[src/rtl/reg_writeback.sv]
// Write-back stage: registers execute results toward the register group and
// tracks per-register pending writes to generate an issue stall.
module reg_writeback #(
    parameter int unsigned DW       = 16,
    parameter int unsigned MAX_PEND = 3
) (
    input  logic          clk,
    input  logic          rst,
    input  logic          en_in,
    input  logic          wb_we,
    input  logic [1:0]    wb_rd,
    input  logic [DW-1:0] wb_data,
    input  logic          iss_en,
    input  logic [1:0]    iss_rd,
    input  logic [1:0]    iss_rs,
    input  logic          iss_rdr,
    input  logic          iss_we,
    output logic          en_out,
    output logic [3:0]    reg_en,
    output logic [DW-1:0] d_in,
    output logic [3:0]    busy,
    output logic          stall,
    output logic          err
);

    localparam int unsigned NREG = 4;
    localparam int unsigned CW   = 2;

    logic [CW-1:0]   cnt     [NREG];
    logic [CW-1:0]   cnt_nxt [NREG];
    logic            en_out_nxt;
    logic [NREG-1:0] reg_en_nxt;
    logic [DW-1:0]   d_in_nxt;
    logic            err_nxt;
    logic            issue_inc;

    // Busy and stall come only from registered counters, so a retiring
    // register keeps stalling for the cycle its reg_en pulse is high.
    always_comb begin
        for (int r = 0; r < NREG; r++) begin
            busy[r] = (cnt[r] != '0);
        end
        stall = iss_en & (busy[iss_rs]
                        | (iss_rdr & busy[iss_rd])
                        | (iss_we & (cnt[iss_rd] == CW'(MAX_PEND))));
        issue_inc = iss_en & ~stall & iss_we;
    end

    // Next-state: output pipeline register and pending-counter update.
    always_comb begin
        cnt_nxt    = cnt;
        err_nxt    = err;
        en_out_nxt = en_in;
        reg_en_nxt = '0;
        d_in_nxt   = d_in;

        if (en_in && wb_we) begin
            reg_en_nxt = NREG'(1) << wb_rd;
            d_in_nxt   = wb_data;
        end

        for (int r = 0; r < NREG; r++) begin
            if (reg_en[r] && cnt[r] == '0) begin
                err_nxt = 1'b1;
            end
            if (issue_inc && iss_rd == CW'(r)) begin
                if (!reg_en[r]) begin
                    cnt_nxt[r] = cnt[r] + CW'(1);
                end
            end else if (reg_en[r] && cnt[r] != '0) begin
                cnt_nxt[r] = cnt[r] - CW'(1);
            end
        end
    end

    always_ff @(posedge clk or negedge rst) begin
        if (!rst) begin
            en_out <= 1'b0;
            reg_en <= '0;
            d_in   <= '0;
            err    <= 1'b0;
            for (int r = 0; r < NREG; r++) begin
                cnt[r] <= '0;
            end
        end else begin
            en_out <= en_out_nxt;
            reg_en <= reg_en_nxt;
            d_in   <= d_in_nxt;
            err    <= err_nxt;
            for (int r = 0; r < NREG; r++) begin
                cnt[r] <= cnt_nxt[r];
            end
        end
    end

endmodule
[config.mk]
export PLATFORM = sky130hd
export DESIGN_NAME = reg_writeback
export DESIGN_NICKNAME = d
export VERILOG_FILES = /design/src/rtl/reg_writeback.sv
export SDC_FILE = /design/constraint.sdc
export NUM_CORES = 1
export LEC_CHECK = 0
export CORE_ASPECT_RATIO = 1.5
export CORE_UTILIZATION = 39
export CTS_CLUSTER_DIAMETER = 100
export DETAILED_ROUTE_END_ITERATION = 7
export PLACE_DENSITY = 0.82
export SLEW_MARGIN = 20
export SYNTH_ARGS = -nofsm -noshare
export SYNTH_HDL_FRONTEND = slang
export SYNTH_SLANG_ARGS = --single-unit
[constraint.sdc]
create_clock -name clk -period 1.85 [get_ports clk]
set_input_delay 0.2775 -clock clk [delete_from_list [all_inputs] [get_ports clk]]
set_output_delay 0.2775 -clock clk [all_outputs]
set_load 0.01 [all_outputs]
After elaboration in Yosys (flattened, before gate mapping)
Index checks and enable logic that the tools add are counted.
W data, S select, Z words.

storage, ports and cells
  word-level logic and storage cells = 92
  ROM bits = 0
  memories = 0
  memory bits (writable) = 0
  output and inout bits = 27
  register bits = 30
  latch bits = 0

operators by class
  reductions and logical operators = 31
  shifts and indexed selects = 1
  equal/unequal tests = 8
  order comparisons = 3
  multiply operators = 0
  $add $sub $neg = 8
  bitwise logic cells = 9
  mux-type cells = 24
  div/mod/pow operators = 0

operators with widths
  operator               count
  $mux W2                14
  $reduce_bool A2 Y1     8
  $logic_and A1 B1 Y1    13
  $logic_not A2 Y1       5
  $add A2 B1 Y2 const B  4
  $ne A2 B2 Y1 const B   4
  $reduce_and A2 Y1      4
  $sub A2 B1 Y2 const B  4
  $eq A2 B2 Y1 const B   3
  $lt A2 B3 Y1 const B   2
  $mux W1                6
  $and A1 B1 Y1          5
  $bmux W1 S2            2
  $bmux W2 S2            1
  $mux W4                1
  $reduce_bool A4 Y1     1
  $shl A1 B2 Y4 const A  1
  $ge A3 B3 Y1 const B   1
  $not A2 Y3             1
  $eq A2 B1 Y1 const B   1
  $or A1 B1 Y1           2
  $not A1 Y1             1

Longest topological paths before layout
  word-level depth = 14
  mapped depth = 6
  gate-level depth less buffers = 6

Least setup slack after synthesis
OpenSTA, ideal clock, no wires.

  path kind = flip-flop to flip-flop
  start = register cnt[7] (netlist name)
  end = register cnt[6] (netlist name)
  cell stages (with the launch flop) = 6
  clock period less this slack = 1.889 ns
  setup slack = -0.039 ns
  data arrival time = 1.802 ns
  cell sequence = dfrtp_1 -> or4_1 -> a311oi_2 -> nand3_2 -> o21ba_1 -> a22oi_1

on the way
  cells in the longest elaborated chain, start to end = 13
  elaborated cells between the ends (all ways) = 23
  those cells by class = 2 x eq/ne; 8 x mux; 8 x bitwise; 5 x reduce/logical

ends and longest elaborated chain
  what                                                          RTL line    RTL
  from (decl)                                                   29          logic [CW-1:0] cnt [NREG];
  from (signal, indexed assignment)                             91          cnt[r] <= cnt_nxt[r];
  $bmux W2 S2 or $reduce_bool A2 Y1 (tied branches)             45, 41, 70
  $mux W2 (implied by the code) or $bmux W1 S2 (tied branches)  45, 44
  $mux W2 (implied by the code) or $mux W1 (tied branches)      45, 44
  $eq A2 B2 Y1 or $and A1 B1 Y1 (tied branches)                 45, 44
  $and A1 B1 Y1 or $or A1 B1 Y1 (tied branches)                 45, 44
  $or A1 B1 Y1                                                  45          | (iss_we & (cnt[iss_rd] == CW'(MAX_PEND))));
  $and A1 B1 Y1                                                 43          stall = iss_en & (busy[iss_rs]
  $not A1 Y1                                                    46          issue_inc = iss_en & ~stall & iss_we;
  $and A1 B1 Y1 (2 in series)                                   46
  $logic_and A1 B1 Y1                                           66          if (issue_inc && iss_rd == CW'(r)) begin
  $ne A2 B2 Y1 (no line) or $reduce_bool A2 Y1 (tied branches)  n/a
  $reduce_and A2 Y1 (no line)                                   n/a

Several ways; a longest one is shown, not always the timed one. The select of a mux whose other input is x is not followed.
A chain may end at the register's enable or synchronous reset.

Final worst setup path
  start = register cnt[7] (netlist name)
  end = output stall

on the way
  cells in the longest elaborated chain, start to end = 7
  elaborated cells between the ends (all ways) = 14
  those cells by class = 1 x eq/ne; 7 x mux; 5 x bitwise; 1 x reduce/logical

ends and longest elaborated chain
  what                                                          RTL line  RTL
  $bmux W2 S2 or $reduce_bool A2 Y1 (tied branches)             45, 41
  $mux W2 (implied by the code) or $bmux W1 S2 (tied branches)  45, 44
  $mux W2 (implied by the code) or $mux W1 (tied branches)      45, 44
  $eq A2 B2 Y1 or $and A1 B1 Y1 (tied branches)                 45, 44
  $and A1 B1 Y1 or $or A1 B1 Y1 (tied branches)                 45, 44
  $or A1 B1 Y1 *                                                45
  $and A1 B1 Y1 *                                               43
  to (decl)                                                     22        output logic stall,

Every way passes the cells marked *; elsewhere a longest branch is shown, timed or not. The select of a mux whose other input is x is not followed.

==> results.cfg <==
[placed_design]
dp_cells = 266
hpwl_um = 3410
routabilityCongestion = 0.855
io_buffers = 55
dp_worst_setup_slack_ns = -0.858
post_dp_cell_area_mm2 = 0.00239

[timing]
hold_viol = 0
period_minus_slack_ns = 2.12
fin_hold_ws_ns = 0.406
finalSetupViolCount = 9
max_slew_margin_pct = 68.9
setup_ws_ns = -0.274
finalClockSkew_ns = 0.00133
fmax_mhz = 471
rsz0062_at_grt = true
final.period_utilization_pct = 115
slew_viol_final = 0
worstMarginPinSlew_ns = 0.462

[synth]
synth_top_area_share_pct = 50.1
yosysUniqueCellTypes = 35
ys_warn_count = 0
ys_seq_area_share_pct = 50.1
synth_top_area_cell = dfrtp_1
ys.flop_type = dfrtp_1
ys_top_cells_by_area = dfrtp_1 50%, mux2_2 12%, mux4_2 3.0%
syn_avg_cell_area_um2 = 11.4
ys_ff_latch = 30
synth_edf_count = 0
syn_inst = 131
async_flop_share_pct = 100
mappedNetlistArea_mm2 = 0.00150
synth_nets = 160

[grt]
track_usage_pct = 25.9
antenna_found_initial = 0
first_global_vias = 1665
overflow = 0
grt_max_degree = 31
grt_pass1_wl_um = 7670

[pwr]
power.leakage_nw = 1.16
power_density_mw_per_mm2 = 993
ir_worst_vdd_v = 0.000766

[drt]
first_pass_iters = 4
route.vias.total = 1515
ant_nets = 0
vias_per_cell = 5.41
drc = 0
wire_per_inst_um = 17.9
drt-total-wl_um = 5020
drtIter0Drc = 34

[critical_path]
cp-end-kind = output port
timing.rr.start = cnt[5]
regToRegEndpoint = cnt[4]
startpoint_type = register
required_ns = 1.57
r2r_slack_ns = -0.26
reg2reg_depth = 6
worstSetupPathType = reg2out
crit_arrival_ns = 1.85
cp_max_fo = 4

[die]
core-area_mm2 = 0.00368
dieHeight_um = 77.9
start_util_pct = 40.7
dieWidth_um = 52.6
die_area_mm2 = 0.00410
rows = 27
io_pins = 56

[cells_and_area]
fillers = 253
final_util_pct = 71.7
seq_area_um2 = 751
post_route_cells_drive_above_1_share_pct = 43.0
nets = 267
final_cells = 280
syn_to_final_growth_pct = 76.4
final_area_mm2 = 0.00264
multi_input_area_um2 = 828
insertedDiodeCount = 0

[job]
max-cap-violations = 0

[clock_tree]
path_clk_slew_ns = 0.06
htreeDepth = 2
cts-hold-fix-buffers = 0
clock_latency_ns = 0.28
cts.path.max_buffers = 2
clock_sinks = 30
numCtsBuffers = 5
root_buffer = clkbuf_8
cts_tree = done

[status]
status = finished, violations left
violations = negative setup slack

[hold_path]
min_path_type = in2async
-- worst max-delay path, stage by stage, from the launching register on --
cell and delay [ns]:
dfrtp_1 0.38, buf_6 0.13, and3b_1 0.19, a311oi_2 0.31
nor2_2 0.09, a22oi_2 0.21, a21boi_1 0.10, buf_2 0.14
-- worst max path at each step --
| stage | startpoint | to | slack, ns | depth (start not counted) |
|---|---|---|---|---|
| 2_1_floorplan | cnt[7] | cnt[2] | -0.01 | 5 |
| 3_3_place_gp | iss_rd[1] | stall | -0.68 | 6 |
| 3_5_place_dp | iss_rd[1] | stall | -0.86 | 6 |
| 4_1_cts | cnt[7] | stall | -0.21 | 5 |
| 5_1_grt | cnt[7] | stall | -0.34 | 7 |
| 6_report | cnt[7] | stall | -0.27 | 7 |
-- metrics by stage --
stage | setup TNS [ns] | power [mW]
global placement | -5.14 | 1.88
CTS | -1.15 | 2.50
floorplan | -0.0260 | 1.24
global route | -2.41 | 2.74
finish | -1.80 | 2.62
detailed placement | -6.31 | 1.92
-- cell usage after synthesis (2+ instances only) --
library cell	count
inv_1	4
nand2_1	10
nor3b_1	3
a21boi_0	3
mux2_2	16
dfrtp_1	30
nand3_2	2
a211oi_2	3
a211oi_1	2
nand4_1	2
nand2b_1	2
xnor2_1	2
nor2_1	12
a22oi_1	4
mux4_2	2
a21oi_1	5
o21ba_1	2
nor3_1	4
and2_1	3
nand3_1	4
a21o_1	2
-- cell type report --
class,instances,share of cell area [%]
Clock buffer,6,3.13
Inverter,4,0.568
Multi-Input combinational cell,95,31.4
Sequential cell,30,28.4
Tap cell,43,2.04
Timing Repair Buffer,102,34.5
-- state kept, by name, summed over array words and instances (netlist names) --
signal,flops
cnt,8
err,1
en_out,1
reg_en,4
d_in,16
-- placed cells by master, fill, tap and decap left out, types with 2 or more instances in the layout --
cell	Yosys	final
a211oi_2	3	5
nand4_1	2	2
dfrtp_1	30	30
nor2_1	12	6
clkbuf_8	0	6
o21ba_1	2	2
nor3_1	4	2
a21oi_2	0	2
nor2_4	0	4
nand2b_1	2	2
and2_1	3	3
nor3b_1	3	3
dlygate4sd2_1	0	3
inv_1	4	2
a21boi_1	0	2
mux4_2	2	2
a21o_1	2	2
clkdlybuf4s50_1	0	48
nor2_2	0	2
buf_6	0	5
nand3_2	2	2
nand2_1	10	10
nand3_1	4	4
mux2_2	16	16
nor3_2	0	2
inv_2	0	2
a21oi_1	5	3
a22oi_1	4	2
xnor2_1	2	2
buf_4	0	44
a22oi_2	0	2
-- what timing repair did --
item / CTS / global route
endpoints found under the hold margin: 0 / 0
endpoints found under the setup margin: 13 / 10
buffers inserted: 2 / 7
resized for setup: 27 / 19
pin swaps: 9 / 17
-- kinds of logic (layout without fill, tap and decap cells) --
group	count (synthesis)	after routing	synth area share [%]
AO/OA/AOI/OAI	27	27	14.9
multiplexers	18	18	15.0
flip-flops	30	30	50.1
buffers and inverters	6	112	1.59
XOR/XNOR	2	2	1.17
AND/OR/NAND/NOR	48	48	17.2
-- report_power, final --
| group | internal (mW) | total (mW) | switching (mW) |
|---|---|---|---|
| logic | 0.734 | 1.27 | 0.535 |
| registers | 0.761 | 0.838 | 0.0771 |
| clock network | 0.286 | 0.515 | 0.229 |
| total | 1.78 | 2.62 | 0.841 |
-- routing by layer --
layer  track usage (%)  wire (um)
met2              46.2       2740
met5                 0          0
met4              12.1        154
met3              8.04        353
met1              26.0       1770
(Power assumes the default switching activity.)
